**src/rtl/cpu_run_ctrl_pkg.sv**
```systemverilog
// Shared types and constants for the host-side CPU run controller.
// The phase-skip helper keeps the load/run/drain ordering in one place.
package cpu_run_ctrl_pkg;

   typedef enum logic [3:0] {
      S_IDLE,
      S_LOAD_I,
      S_LOAD_D,
      S_REL,
      S_RUN,
      S_DRAIN_RD,
      S_DRAIN_WAIT,
      S_DRAIN_OUT,
      S_DONE
   } state_e;

   localparam int unsigned IMEM_STRIDE = 4;
   localparam int unsigned DMEM_STRIDE = 8;

   localparam state_e      RST_STATE  = S_IDLE;
   localparam logic        RST_ARST_N = 1'b0;
   localparam logic        RST_ENABLE = 1'b0;
   localparam logic [15:0] RST_IDX    = 16'd0;
   localparam logic [63:0] RST_DATA   = 64'd0;

   function automatic logic [15:0] clamp16(
      input logic [15:0] v,
      input int unsigned depth
   );
      return (32'(v) > depth) ? 16'(depth) : v;
   endfunction

   // First non-empty phase at or after 'from' (LOAD_I, LOAD_D, REL or DRAIN_RD).
   function automatic state_e first_phase(
      input state_e from,
      input logic   ni_nz,
      input logic   nd_nz,
      input logic   nr_nz,
      input logic   no_nz
   );
      state_e s;
      s = S_DONE;
      if (no_nz) s = S_DRAIN_RD;
      if (nr_nz && from != S_DRAIN_RD) s = S_REL;
      if (nd_nz && (from == S_LOAD_I || from == S_LOAD_D)) s = S_LOAD_D;
      if (ni_nz && from == S_LOAD_I) s = S_LOAD_I;
      return s;
   endfunction

endpackage

```
**src/rtl/cpu_run_ctrl_if.sv**
```systemverilog
// Host link of the run controller: configuration, start, load stream,
// drain stream and status.
interface cpu_run_ctrl_if #(
   parameter int CYC_W = 32
);
   logic             start;
   logic [15:0]      n_instr;
   logic [15:0]      n_din;
   logic [15:0]      n_dout;
   logic [CYC_W-1:0] run_cycles;
   logic             in_valid;
   logic             in_ready;
   logic [63:0]      in_data;
   logic             out_valid;
   logic             out_ready;
   logic [63:0]      out_data;
   logic             busy;
   logic             done;

   modport master (
      output start, n_instr, n_din, n_dout, run_cycles,
      output in_valid, in_data, out_ready,
      input  in_ready, out_valid, out_data, busy, done
   );

   modport slave (
      input  start, n_instr, n_din, n_dout, run_cycles,
      input  in_valid, in_data, out_ready,
      output in_ready, out_valid, out_data, busy, done
   );
endinterface

```
**src/rtl/cpu_run_ctrl_out_hold_reg.sv**
```systemverilog
// Valid/ready holding register for the drain stream; data stays
// stable while valid is high and ready is low.
module out_hold_reg #(
   parameter int W = 64
) (
   input  logic         clk,
   input  logic         rst,
   input  logic         load_i,
   input  logic [W-1:0] data_i,
   input  logic         ready_i,
   output logic         valid_o,
   output logic [W-1:0] data_o
);

   logic         valid_q;
   logic [W-1:0] data_q;

   always_ff @(posedge clk) begin
      if (rst) begin
         valid_q <= 1'b0;
         data_q  <= '0;
      end else if (load_i) begin
         valid_q <= 1'b1;
         data_q  <= data_i;
      end else if (valid_q && ready_i) begin
         valid_q <= 1'b0;
      end
   end

   assign valid_o = valid_q;
   assign data_o  = data_q;

endmodule

```
**src/rtl/cpu_run_ctrl.sv**
```systemverilog
// Run controller: loads imem/dmem from the host, runs the CPU for a
// programmed cycle count, then drains a range of dmem back to the host.
module cpu_run_ctrl
   import cpu_run_ctrl_pkg::*;
#(
   parameter int unsigned IMEM_DEPTH = 128,
   parameter int unsigned DMEM_DEPTH = 128,
   parameter int          CYC_W      = 32
) (
   input  logic         clk,
   input  logic         rst,
   cpu_run_ctrl_if.slave host,
   output logic         cpu_arst_n,
   output logic         cpu_enable,
   output logic [63:0]  addr_ext,
   output logic         wen_ext,
   output logic         ren_ext,
   output logic [31:0]  wdata_ext,
   output logic [63:0]  addr_ext_2,
   output logic         wen_ext_2,
   output logic         ren_ext_2,
   output logic [63:0]  wdata_ext_2,
   input  logic [63:0]  rdata_ext_2
);

   state_e           state_q, state_d;
   logic [15:0]      idx_q, idx_d;
   logic [15:0]      ni_q, ni_d;
   logic [15:0]      nd_q, nd_d;
   logic [15:0]      no_q, no_d;
   logic [CYC_W-1:0] cyc_q, cyc_d;
   logic             arst_q, en_q;

   logic [15:0] ni_c, nd_c, no_c;
   logic        in_hs, out_hs, ld_hold;
   logic        hold_valid;
   logic [63:0] hold_data;

   assign ni_c = clamp16(host.n_instr, IMEM_DEPTH);
   assign nd_c = clamp16(host.n_din, DMEM_DEPTH);
   assign no_c = clamp16(host.n_dout, DMEM_DEPTH);

   assign in_hs  = host.in_valid && host.in_ready;
   assign out_hs = hold_valid && host.out_ready;

   always_comb begin
      state_d = state_q;
      idx_d   = idx_q;
      ni_d    = ni_q;
      nd_d    = nd_q;
      no_d    = no_q;
      cyc_d   = cyc_q;
      ld_hold = 1'b0;
      unique case (state_q)
         S_IDLE, S_DONE: begin
            if (host.start) begin
               ni_d    = ni_c;
               nd_d    = nd_c;
               no_d    = no_c;
               cyc_d   = host.run_cycles;
               idx_d   = RST_IDX;
               state_d = first_phase(S_LOAD_I, ni_c != 16'd0,
                                     nd_c != 16'd0,
                                     host.run_cycles != '0,
                                     no_c != 16'd0);
            end
         end
         S_LOAD_I: begin
            if (in_hs) begin
               if (idx_q == ni_q - 16'd1) begin
                  idx_d   = RST_IDX;
                  state_d = first_phase(S_LOAD_D, 1'b0,
                                        nd_q != 16'd0,
                                        cyc_q != '0,
                                        no_q != 16'd0);
               end else begin
                  idx_d = idx_q + 16'd1;
               end
            end
         end
         S_LOAD_D: begin
            if (in_hs) begin
               if (idx_q == nd_q - 16'd1) begin
                  idx_d   = RST_IDX;
                  state_d = first_phase(S_REL, 1'b0, 1'b0,
                                        cyc_q != '0,
                                        no_q != 16'd0);
               end else begin
                  idx_d = idx_q + 16'd1;
               end
            end
         end
         S_REL: state_d = S_RUN;
         S_RUN: begin
            cyc_d = cyc_q - CYC_W'(1);
            if (cyc_q == CYC_W'(1)) begin
               state_d = first_phase(S_DRAIN_RD, 1'b0, 1'b0,
                                     1'b0, no_q != 16'd0);
            end
         end
         S_DRAIN_RD: state_d = S_DRAIN_WAIT;
         S_DRAIN_WAIT: begin
            ld_hold = 1'b1;
            state_d = S_DRAIN_OUT;
         end
         S_DRAIN_OUT: begin
            if (out_hs) begin
               if (idx_q == no_q - 16'd1) begin
                  idx_d   = RST_IDX;
                  state_d = S_DONE;
               end else begin
                  idx_d   = idx_q + 16'd1;
                  state_d = S_DRAIN_RD;
               end
            end
         end
         default: state_d = S_IDLE;
      endcase
   end

   // CPU run signals are registered decodes of the next state.
   always_ff @(posedge clk) begin
      if (rst) begin
         state_q <= RST_STATE;
         idx_q   <= RST_IDX;
         ni_q    <= 16'd0;
         nd_q    <= 16'd0;
         no_q    <= 16'd0;
         cyc_q   <= '0;
         arst_q  <= RST_ARST_N;
         en_q    <= RST_ENABLE;
      end else begin
         state_q <= state_d;
         idx_q   <= idx_d;
         ni_q    <= ni_d;
         nd_q    <= nd_d;
         no_q    <= no_d;
         cyc_q   <= cyc_d;
         arst_q  <= !(state_d inside {S_IDLE, S_LOAD_I, S_LOAD_D});
         en_q    <= (state_d == S_RUN);
      end
   end

   out_hold_reg #(.W(64)) u_hold (
      .clk     (clk),
      .rst     (rst),
      .load_i  (ld_hold),
      .data_i  (rdata_ext_2),
      .ready_i (host.out_ready),
      .valid_o (hold_valid),
      .data_o  (hold_data)
   );

   assign host.in_ready  = state_q inside {S_LOAD_I, S_LOAD_D};
   assign host.out_valid = hold_valid;
   assign host.out_data  = hold_data;
   assign host.busy      = !(state_q inside {S_IDLE, S_DONE});
   assign host.done      = (state_q == S_DONE);

   assign wen_ext   = (state_q == S_LOAD_I) && host.in_valid;
   assign ren_ext   = 1'b0;
   assign addr_ext  = wen_ext ? 64'(idx_q) * 64'(IMEM_STRIDE) : RST_DATA;
   assign wdata_ext = wen_ext ? host.in_data[31:0] : 32'd0;

   assign wen_ext_2   = (state_q == S_LOAD_D) && host.in_valid;
   assign ren_ext_2   = (state_q == S_DRAIN_RD);
   assign addr_ext_2  = (wen_ext_2 || ren_ext_2) ?
                        64'(idx_q) * 64'(DMEM_STRIDE) : RST_DATA;
   assign wdata_ext_2 = wen_ext_2 ? host.in_data : RST_DATA;

   assign cpu_arst_n = arst_q;
   assign cpu_enable = en_q;

endmodule

```
**src/flat_wrapper.sv**
```systemverilog
// flat-port wrapper written by rule: the top's interface ports become plain ports
module cpu_run_ctrl_flat import cpu_run_ctrl_pkg::*;
#(
   parameter int unsigned IMEM_DEPTH = 128,
   parameter int unsigned DMEM_DEPTH = 128,
   parameter int          CYC_W      = 32
)
  (clk, rst, cpu_arst_n, cpu_enable, addr_ext, wen_ext, ren_ext, wdata_ext, addr_ext_2, wen_ext_2, ren_ext_2, wdata_ext_2, rdata_ext_2, host_start, host_n_instr, host_n_din, host_n_dout, host_run_cycles, host_in_valid, host_in_data, host_out_ready, host_in_ready, host_out_valid, host_out_data, host_busy, host_done);
  cpu_run_ctrl_if #(.CYC_W(CYC_W)) host_i ();
  input  logic clk;
  input  logic rst;
  output logic cpu_arst_n;
  output logic cpu_enable;
  output logic [63:0] addr_ext;
  output logic wen_ext;
  output logic ren_ext;
  output logic [31:0] wdata_ext;
  output logic [63:0] addr_ext_2;
  output logic wen_ext_2;
  output logic ren_ext_2;
  output logic [63:0] wdata_ext_2;
  input  logic [63:0] rdata_ext_2;
  input wire logic [$bits(host_i.start)-1:0] host_start;
  input wire logic [$bits(host_i.n_instr)-1:0] host_n_instr;
  input wire logic [$bits(host_i.n_din)-1:0] host_n_din;
  input wire logic [$bits(host_i.n_dout)-1:0] host_n_dout;
  input wire logic [$bits(host_i.run_cycles)-1:0] host_run_cycles;
  input wire logic [$bits(host_i.in_valid)-1:0] host_in_valid;
  input wire logic [$bits(host_i.in_data)-1:0] host_in_data;
  input wire logic [$bits(host_i.out_ready)-1:0] host_out_ready;
  output wire logic [$bits(host_i.in_ready)-1:0] host_in_ready;
  output wire logic [$bits(host_i.out_valid)-1:0] host_out_valid;
  output wire logic [$bits(host_i.out_data)-1:0] host_out_data;
  output wire logic [$bits(host_i.busy)-1:0] host_busy;
  output wire logic [$bits(host_i.done)-1:0] host_done;
  assign host_i.start = host_start;
  assign host_i.n_instr = host_n_instr;
  assign host_i.n_din = host_n_din;
  assign host_i.n_dout = host_n_dout;
  assign host_i.run_cycles = host_run_cycles;
  assign host_i.in_valid = host_in_valid;
  assign host_i.in_data = host_in_data;
  assign host_i.out_ready = host_out_ready;
  assign host_in_ready = host_i.in_ready;
  assign host_out_valid = host_i.out_valid;
  assign host_out_data = host_i.out_data;
  assign host_busy = host_i.busy;
  assign host_done = host_i.done;
  cpu_run_ctrl #(.IMEM_DEPTH(IMEM_DEPTH), .DMEM_DEPTH(DMEM_DEPTH), .CYC_W(CYC_W)) u_core (.clk(clk), .rst(rst), .host(host_i), .cpu_arst_n(cpu_arst_n), .cpu_enable(cpu_enable), .addr_ext(addr_ext), .wen_ext(wen_ext), .ren_ext(ren_ext), .wdata_ext(wdata_ext), .addr_ext_2(addr_ext_2), .wen_ext_2(wen_ext_2), .ren_ext_2(ren_ext_2), .wdata_ext_2(wdata_ext_2), .rdata_ext_2(rdata_ext_2));
endmodule
```
**config.mk**
```make
export PLATFORM = sky130hd
export DESIGN_NAME = cpu_run_ctrl_flat
export DESIGN_NICKNAME = d
export VERILOG_FILES = /design/src/rtl/cpu_run_ctrl_pkg.sv /design/src/rtl/cpu_run_ctrl_if.sv /design/src/rtl/cpu_run_ctrl_out_hold_reg.sv /design/src/rtl/cpu_run_ctrl.sv /design/src/flat_wrapper.sv
export SDC_FILE = /design/constraint.sdc
export NUM_CORES = 1
export LEC_CHECK = 0
export ABC_AREA = 1
export ABC_CLOCK_PERIOD_IN_PS = 2450
export CORE_AREA = 2 2 201 203
export DETAILED_ROUTE_END_ITERATION = 16
export DIE_AREA = 0 0 203 205
export DONT_BUFFER_PORTS = 1
export GPL_TIMING_DRIVEN = 0
export PLACE_DENSITY_LB_ADDON = 0.2
export SYNTH_ARGS = -nofsm -noshare
export SYNTH_HDL_FRONTEND = slang
export SYNTH_HIERARCHICAL = 1
export SYNTH_SLANG_ARGS = --single-unit
```
**constraint.sdc**
```tcl
create_clock -name clk -period 2.45 [get_ports clk]
set_input_delay 0.49 -clock clk [delete_from_list [all_inputs] [get_ports clk]]
set_output_delay 0.49 -clock clk [all_outputs]
set_load 0.05 [all_outputs]
```
After elaboration in Yosys (flattened, before gate mapping) --
Cells that the tools add are included.
Word-level totals: register bits after elaboration 167, output and inout bits 298, word-level logic and storage cells 99
Operators by class: add/sub/neg operators 5, order comparisons 3, equal/unequal tests 19, mux-type cells 36, reductions and logical operators 26
Operators by type and width (number):
- $mux 16 | 10
- $reduce_bool 16->1 | 5
- $mux 32 | 2
- $mux 64 | 1
- $pmux 16 s4 | 1
- $pmux 32 s2 | 1
- $reduce_bool 32->1 | 2
- $mux 4 | 15
- $eq 16x16->1 | 3
- $gt 16x8->1 const B | 3
- $sub 16x1->16 const B | 3
- $eq 32x1->1 const B | 1
- $pmux 4 s8 | 1
- $sub 32x1->32 const B | 1
- $eq 4x3->1 const B | 5
- $mux 19 | 1
- $mux 18 | 1
- $add 16x1->16 const B | 1
- $eq 4x2->1 const B | 3
- $eq 4x1->1 const B | 2
- $logic_not 4->1 | 2
- $reduce_bool 2->1 | 4
- $ne 2x1->1 const B | 3
- $reduce_and 5->1 | 1
- other kinds (10) | 17

Logic depth before layout (Yosys ltp) --
Gate-level depths: netlist of the first run.
depth after elaboration 12, depth in mapped cells 18

Modules after synthesis --
The synthesis of the first run kept the hierarchy.
Modules (own cells, without submodules):
- cpu_run_ctrl | instances 1, cells an instance 1603, area each 9301.4 um^2
- out_hold_reg | instances 1, cells an instance 282, area each 2296.0 um^2

Least setup slack after synthesis of the first run --
No wires, ideal clock.
path type reg2out, from register u_core.state_q[2], to output port addr_ext_2[10], arrival 2900 ps, data required time 1960 ps, path slack -940 ps, stages on the path, launching flop included 9, path buffers 1, cells stage by stage dfxtp_1 > inv_2 > nor2_1 > inv_2 > nor3_1 > or2_2 > inv_1 > clkbuf_1 > nor2_1
Between the ends: elaborated cells between the ends (all ways) 5
RTL lines:
- start: declaration | RTL line cpu_run_ctrl.sv:26 | state_e state_q, state_d;
- start signal: assignment | RTL line cpu_run_ctrl.sv:133 | state_q <= state_d;
- $eq 4x3->1 | RTL line cpu_run_ctrl.sv:166 | assign ren_ext_2 = (state_q == S_DRAIN_RD);
- net ren_ext_2 | RTL line flat_wrapper.sv:20 | output logic ren_ext_2;
- $logic_or 1x1->1 | RTL line cpu_run_ctrl.sv:167 | assign addr_ext_2 = (wen_ext_2 || ren_ext_2) ?
- $mux 19 | RTL line cpu_run_ctrl.sv:167
- end: declaration | RTL line flat_wrapper.sv:18 | output logic [63:0] addr_ext_2;
The timed path passes the listed nets, and every way through them passes these cells.

Worst setup path after layout of the first run --
from register u_core.state_q[2], to output port addr_ext_2[13]
Same word-level chain as after synthesis.

==> results.json, run 1 <==
{
  "status": "finished, violations left",
  "wl_per_cell_um": 17.2,
  "ant_nets": 0,
  "fin_crit_ps": 3030,
  "gp_congestion": 0.891,
  "dieArea_sq_um": 41600,
  "final_common_cell": "nand2_1",
  "grt_pass1_vias": 11100,
  "core_area_sq_um": 39400,
  "grt_pass1_wl_um": 63900,
  "worstHoldPathType": "in2reg",
  "skew_ps": 12.6,
  "violations": "setup timing",
  "totalWireLength_um": 44400,
  "final_cell_mix": "344 x nand2_1, 278 x nor2_1, 217 x inv_1, 154 x dfxtp_1, 148 x nor2_4",
  "drv_cap": 0,
  "yosysWarnings": 6,
  "layout_worst_path_cycle_share_pct": 124,
  "grt_max_degree": 17,
  "h-tree-depth": 4,
  "grt_remaining_overflow": 0,
  "syn_area_per_cell_sq_um": 6.15,
  "tightest_slew_ps": 1030,
  "die_h_um": 205,
  "die_w_um": 203,
  "cts_max_path_buffers": 2,
  "irDropWorstVdd_uv": 470,
  "clk_pin_slew_ps": 60,
  "rsz0062_at_grt": "true",
  "cp_data_arrival_time_ps": 2540,
  "cp_max_fo": 5,
  "critical_path_class": "reg2out",
  "cts_sinks": 167,
  "ys_seq_elements": 167,
  "clock.fmax_mhz": 330,
  "initial_core_util_pct": 29.5,
  "cp.required_ps": 1960,
  "power.total_uw": 7540,
  "place_hpwl_um": 35000,
  "n_antenna_cell": 0,
  "synth_edf_count": 0,
  "synthCells": 1885,
  "synth_seq_area_share_pct": 28.8,
  "drt_first_pass_iters": 6,
  "crit_path_end_kind": "output port",
  "finalSetupViolCount": 129,
  "final_nets": 2269,
  "setup_slack_ps": -582,
  "drt-initial-drc-count": 939,
  "track_usage_pct": 19.9,
  "finalMaxSlewViolations": 0,
  "drc": 0,
  "preCtsSetupSlack_ps": -808,
  "p_per_area_nw_per_um2": 495,
  "wl_met3_um": 3170,
  "cts_tree": "done",
  "vias_per_cell": 4.69,
  "antenna_found_initial": 1,
  "leakage_uw": 0.00692,
  "top_layer": "met4",
  "startpoint_type": "flip-flop",
  "dr_wl_met2_um": 21200,
  "vias": 12100,
  "layout-area-overhead-vs-synth_pct": 31.3,
  "port_buffers": 0,
  "slew_headroom_pct": 30.7,
  "synth.distinct_cells": 54,
  "rows": 73,
  "cts_made_buffers": 17,
  "async_flop_share_pct": 0,
  "finalHoldViolCount": 0,
  "hold_buffers": 0,
  "drive_above_1_share_pct": 24.5,
  "netlist_area_sq_um": 11600,
  "clk_latency_ps": 440,
  "top_level_ports": 511,
  "root_buffer": "clkbuf_16",
  "synth_ff_type": "dfxtp_1",
  "m1WireLength_um": 19600
}
metal layers:
layer  up-vias  global-route usage [%]
li1       6039                       -
met1      5664                    26.7
met2       413                    32.8
met3        28                    4.58
met4         0                    3.44
met5         -                       0
what timing repair did:
item                                    in CTS  in global routing
pin swaps                                   29                 35
endpoints found under the setup margin     222                218
gates resized for setup                    215                102
cloned                                       1                  3
buffers inserted                            13                 33
cell type report:
| class | count | area, sq um |
|---|---|---|
| Fill cell | 4182 | 24100 |
| Multi-Input combinational cell | 1396 | 7820 |
| Sequential cell | 167 | 3360 |
| Buffer | 173 | 1410 |
| Inverter | 245 | 967 |
| Tap cell | 525 | 657 |
| Timing Repair Buffer | 50 | 450 |
| Clock buffer | 19 | 443 |
| Clock inverter | 13 | 121 |
state kept, by name (all words and copies together), names as in the netlist:
register	count
u_core/ni_q	16
u_core/no_q	16
u_core/cyc_q	32
u_core/cpu_arst_n	1
u_core/u_hold/data_o	64
u_core/nd_q	16
u_core/state_q	4
u_core/idx_q	16
u_core/u_hold/valid_o	1
u_core/cpu_enable	1
cells by family (layout without fill, tap and decap cells):
| group | Yosys count | after routing | share of synthesized area, % |
|---|---|---|---|
| AO/OA/AOI/OAI | 228 | 228 | 10.6 |
| XOR/XNOR | 58 | 58 | 4.44 |
| adder cells (fa/ha/maj) | 6 | 6 | 0.647 |
| buffers and inverters | 418 | 500 | 17.7 |
| flip-flops | 167 | 167 | 28.8 |
| other | 1 | 97 | 0.0323 |
| AND/OR/NAND/NOR | 1007 | 1007 | 37.7 |
worst paths after layout:
path                     startpoint                     to  slack, ps  depth (start not counted)
setup / recovery  u_core/state_q[2]         addr_ext_2[13]       -580                          8
hold / removal                  rst  u_core/u_hold/valid_o        110                          1
setup reg to reg  u_core/state_q[1]        u_core/idx_q[4]         40                         10
hold reg to reg     u_core/ni_q[15]        u_core/ni_q[15]        460                          2
cells in the mapped netlist, types with 3 or more instances:
library cell,n,area [sq um]
nor2_1,425,1600
nand2_1,347,1300
inv_1,230,863
dfxtp_1,167,3340
o21ai_0,126,631
buf_4,99,743
nand3_1,99,495
a21oi_1,70,350
xor2_1,42,368
clkbuf_1,37,139
nor3_1,29,145
nand4_1,23,144
nor2_2,20,125
xnor2_1,15,131
buf_2,14,70.1
inv_2,14,52.6
nand3b_1,14,105
nor2_4,10,113
nor4_1,10,62.6
a31oi_1,9,56.3
buf_6,8,90.1
clkbuf_2,8,40.0
nand2_2,7,43.8
ha_1,6,75.1
o211ai_1,6,45.0
buf_1,5,18.8
a221oi_1,4,35.0
nand3_2,4,40.0
a211oi_1,3,22.5
nand3_4,3,52.6
or2_2,3,18.8
power by group:
part / leakage, uW / switching (uW) / internal, uW
clock network: 0.000262 / 1210 / 1430
logic: 0.00530 / 1430 / 620
registers: 0.00136 / 70.2 / 2780
through the flow:
| step | TNS, ps | utilization (%) | cell area (sq um) | hold WS (ps) | std cells |
|---|---|---|---|---|---|
| 2_1_floorplan | -160 | - | 12400 | 432 | 1981 |
| 3_3_place_gp | -73680 | 33.1 | 13000 | 445 | 2506 |
| 3_5_place_dp | -74570 | 33.1 | 13000 | 447 | 2506 |
| 4_1_cts | -64700 | 37.0 | 14600 | 79.7 | 2552 |
| 5_1_grt | -63670 | 38.7 | 15200 | 82.3 | 2588 |
| 6_report | -49610 | 38.7 | 15200 | 105 | 2588 |
worst max-delay path, cell delays in order (launching register included):
cell	delay [ps]
dfxtp_2	370
inv_2	40
nor2_2	90
inv_2	60
nor3_4	550
or2_4	260
clkinvlp_4	200
clkbuf_16	240
nor2_4	280
Power figures use the tool's default switching activity.
==> run 2: changes to the inputs <==
- SETUP_SLACK_MARGIN: default -> 0.3
==> run 2 against run 1 <==
Compared with the run above: the run still ends with setup timing left; global-route usage increased by 0.20 points; clock skew decreased by 3.5 ps; die area unchanged; clock power increased by 2%; maximum frequency increased by 0.33%; setup slack improved by 9.8 ps; first-iteration DRC count decreased by 18%; cell area decreased by 0.51%; critical path type unchanged.
==> results.json, run 2 (same netlist as run 1, synthesis figures left out) <==
{
  "dp_cells": 2506,
  "dieArea_sq_um": 41600,
  "track_usage_pct": 20.1,
  "fillers": 4222,
  "antenna_found_initial": 0,
  "clock.fmax_mhz": 331,
  "finalSetupViolCount": 129,
  "cp.required_ps": 1960,
  "layout_worst_path_cycle_share_pct": 123,
  "critical_path_class": "reg2out",
  "worstHoldPathType": "in2reg",
  "grt_pass1_vias": 10900,
  "reg2reg_from": "u_core/state_q[1]",
  "p_per_area_nw_per_um2": 501,
  "crit_path_end_kind": "output port",
  "grt_max_degree": 17,
  "n_antenna_cell": 0,
  "grt_remaining_overflow": 0,
  "initial_core_util_pct": 29.5,
  "rsz0062_at_grt": "true",
  "drv_cap": 0,
  "top_level_ports": 511,
  "cts_made_buffers": 17,
  "cts_tree": "done",
  "largest_reg_flops": 64,
  "die_h_um": 205,
  "startpoint_type": "flip-flop",
  "leakage_uw": 0.00695,
  "ant_nets": 0,
  "place_hpwl_um": 35200,
  "fin_crit_ps": 3020,
  "port_buffers": 0,
  "cp_max_fo": 5,
  "cp_data_arrival_time_ps": 2530,
  "h-tree-depth": 4,
  "clk_pin_slew_ps": 70,
  "wl_per_cell_um": 16.9,
  "irDropWorstVdd_uv": 445,
  "clk_latency_ps": 440,
  "gp_congestion": 0.878,
  "drc": 0,
  "slew_headroom_pct": 34.9,
  "rows": 73,
  "totalWireLength_um": 43600,
  "final_common_cell": "nand2_1",
  "die_w_um": 203,
  "status": "finished, violations left",
  "final_cell_mix": "343 x nand2_1, 272 x nor2_1, 213 x inv_1, 155 x dfxtp_1, 149 x nor2_4",
  "skew_ps": 9.13,
  "final-instance-count-excl-fill": 2580,
  "layout-area-overhead-vs-synth_pct": 30.7,
  "worstHoldStart": "rst",
  "vias_per_cell": 4.64,
  "power.total_uw": 7600,
  "finalMaxSlewViolations": 0,
  "cts_sinks": 167,
  "cp-startpoint": "u_core/state_q[2]",
  "core_area_sq_um": 39400,
  "finalHoldViolCount": 0,
  "hold_buffers": 0,
  "final_nets": 2261,
  "vias": 12000,
  "drt-initial-drc-count": 774,
  "violations": "setup timing",
  "tightest_slew_ps": 976,
  "drive_above_1_share_pct": 24.2,
  "grt_pass1_wl_um": 63700,
  "drt_first_pass_iters": 5,
  "root_buffer": "clkbuf_16",
  "cts_max_path_buffers": 2,
  "preCtsSetupSlack_ps": -370,
  "setup_slack_ps": -572
}
## run 2: cell count changes in the layout (fill, tap and decap cells not counted), sizes merged
cell      change
buf          -13
inv           +6
clkbuf        +5
clkinvlp      -5
clkinv        -1
## run 2: per-stage QoR
step,TNS [ps],hold WS (ps),cell area [sq um],utilization (%)
3_5_place_dp,-26400,460,13700,34.7
4_1_cts,-53030,69.2,15000,38.1
3_3_place_gp,-21690,454,13700,34.7
5_1_grt,-64790,63.6,15200,38.5
2_1_floorplan,0,432,13000,-
6_report,-49040,105,15200,38.5
## run 2: final timing paths
check | endpoint | slack, ps | cells past startpoint
hold reg to reg | u_core/cyc_q[21] | 470 | 2
hold / removal | u_core/u_hold/valid_o | 110 | 1
setup / recovery | addr_ext_2[15] | -570 | 8
setup reg to reg | u_core/idx_q[11] | 60 | 10
## run 2: worst max-delay path, cell delays in order (launching register included)
cell,delay (ps)
dfxtp_4,380
inv_4,40
nor2_4,70
inv_2,50
nor3_4,590
or2_4,280
clkinvlp_4,160
clkbuf_16,210
nor2_4,300
## run 2: cell type report
class	count	area, sq um	area share [%]
clock buffer	19	443	2.92
multi-input combinational	1396	7760	51.2
sequential	167	3370	22.2
buffer	173	1390	9.14
timing repair buffer	42	433	2.86
clock inverter	13	133	0.875
inverter	245	975	6.43
tap	525	657	4.34
## run 2: layer usage
layer	track usage (%)	wire, um
met1	23.8	17700
met2	36.5	22300
met3	4.25	2800
met4	5.34	798
met5	0	0
## run 2: what timing repair did
action / 4_1_cts / 5_1_grt
pin swaps: 58 / 25
gates cloned: 7 / 0
setup buffers: 27 / 8
setup endpoints to repair: 233 / 237
resized for setup: 131 / 29
## run 2: where the power goes
part | switching (uW) | total (uW) | internal [uW]
logic | 1400 | 2040 | 638
registers | 77.8 | 2860 | 2780
clock network | 1240 | 2710 | 1460
total | 2720 | 7600 | 4880
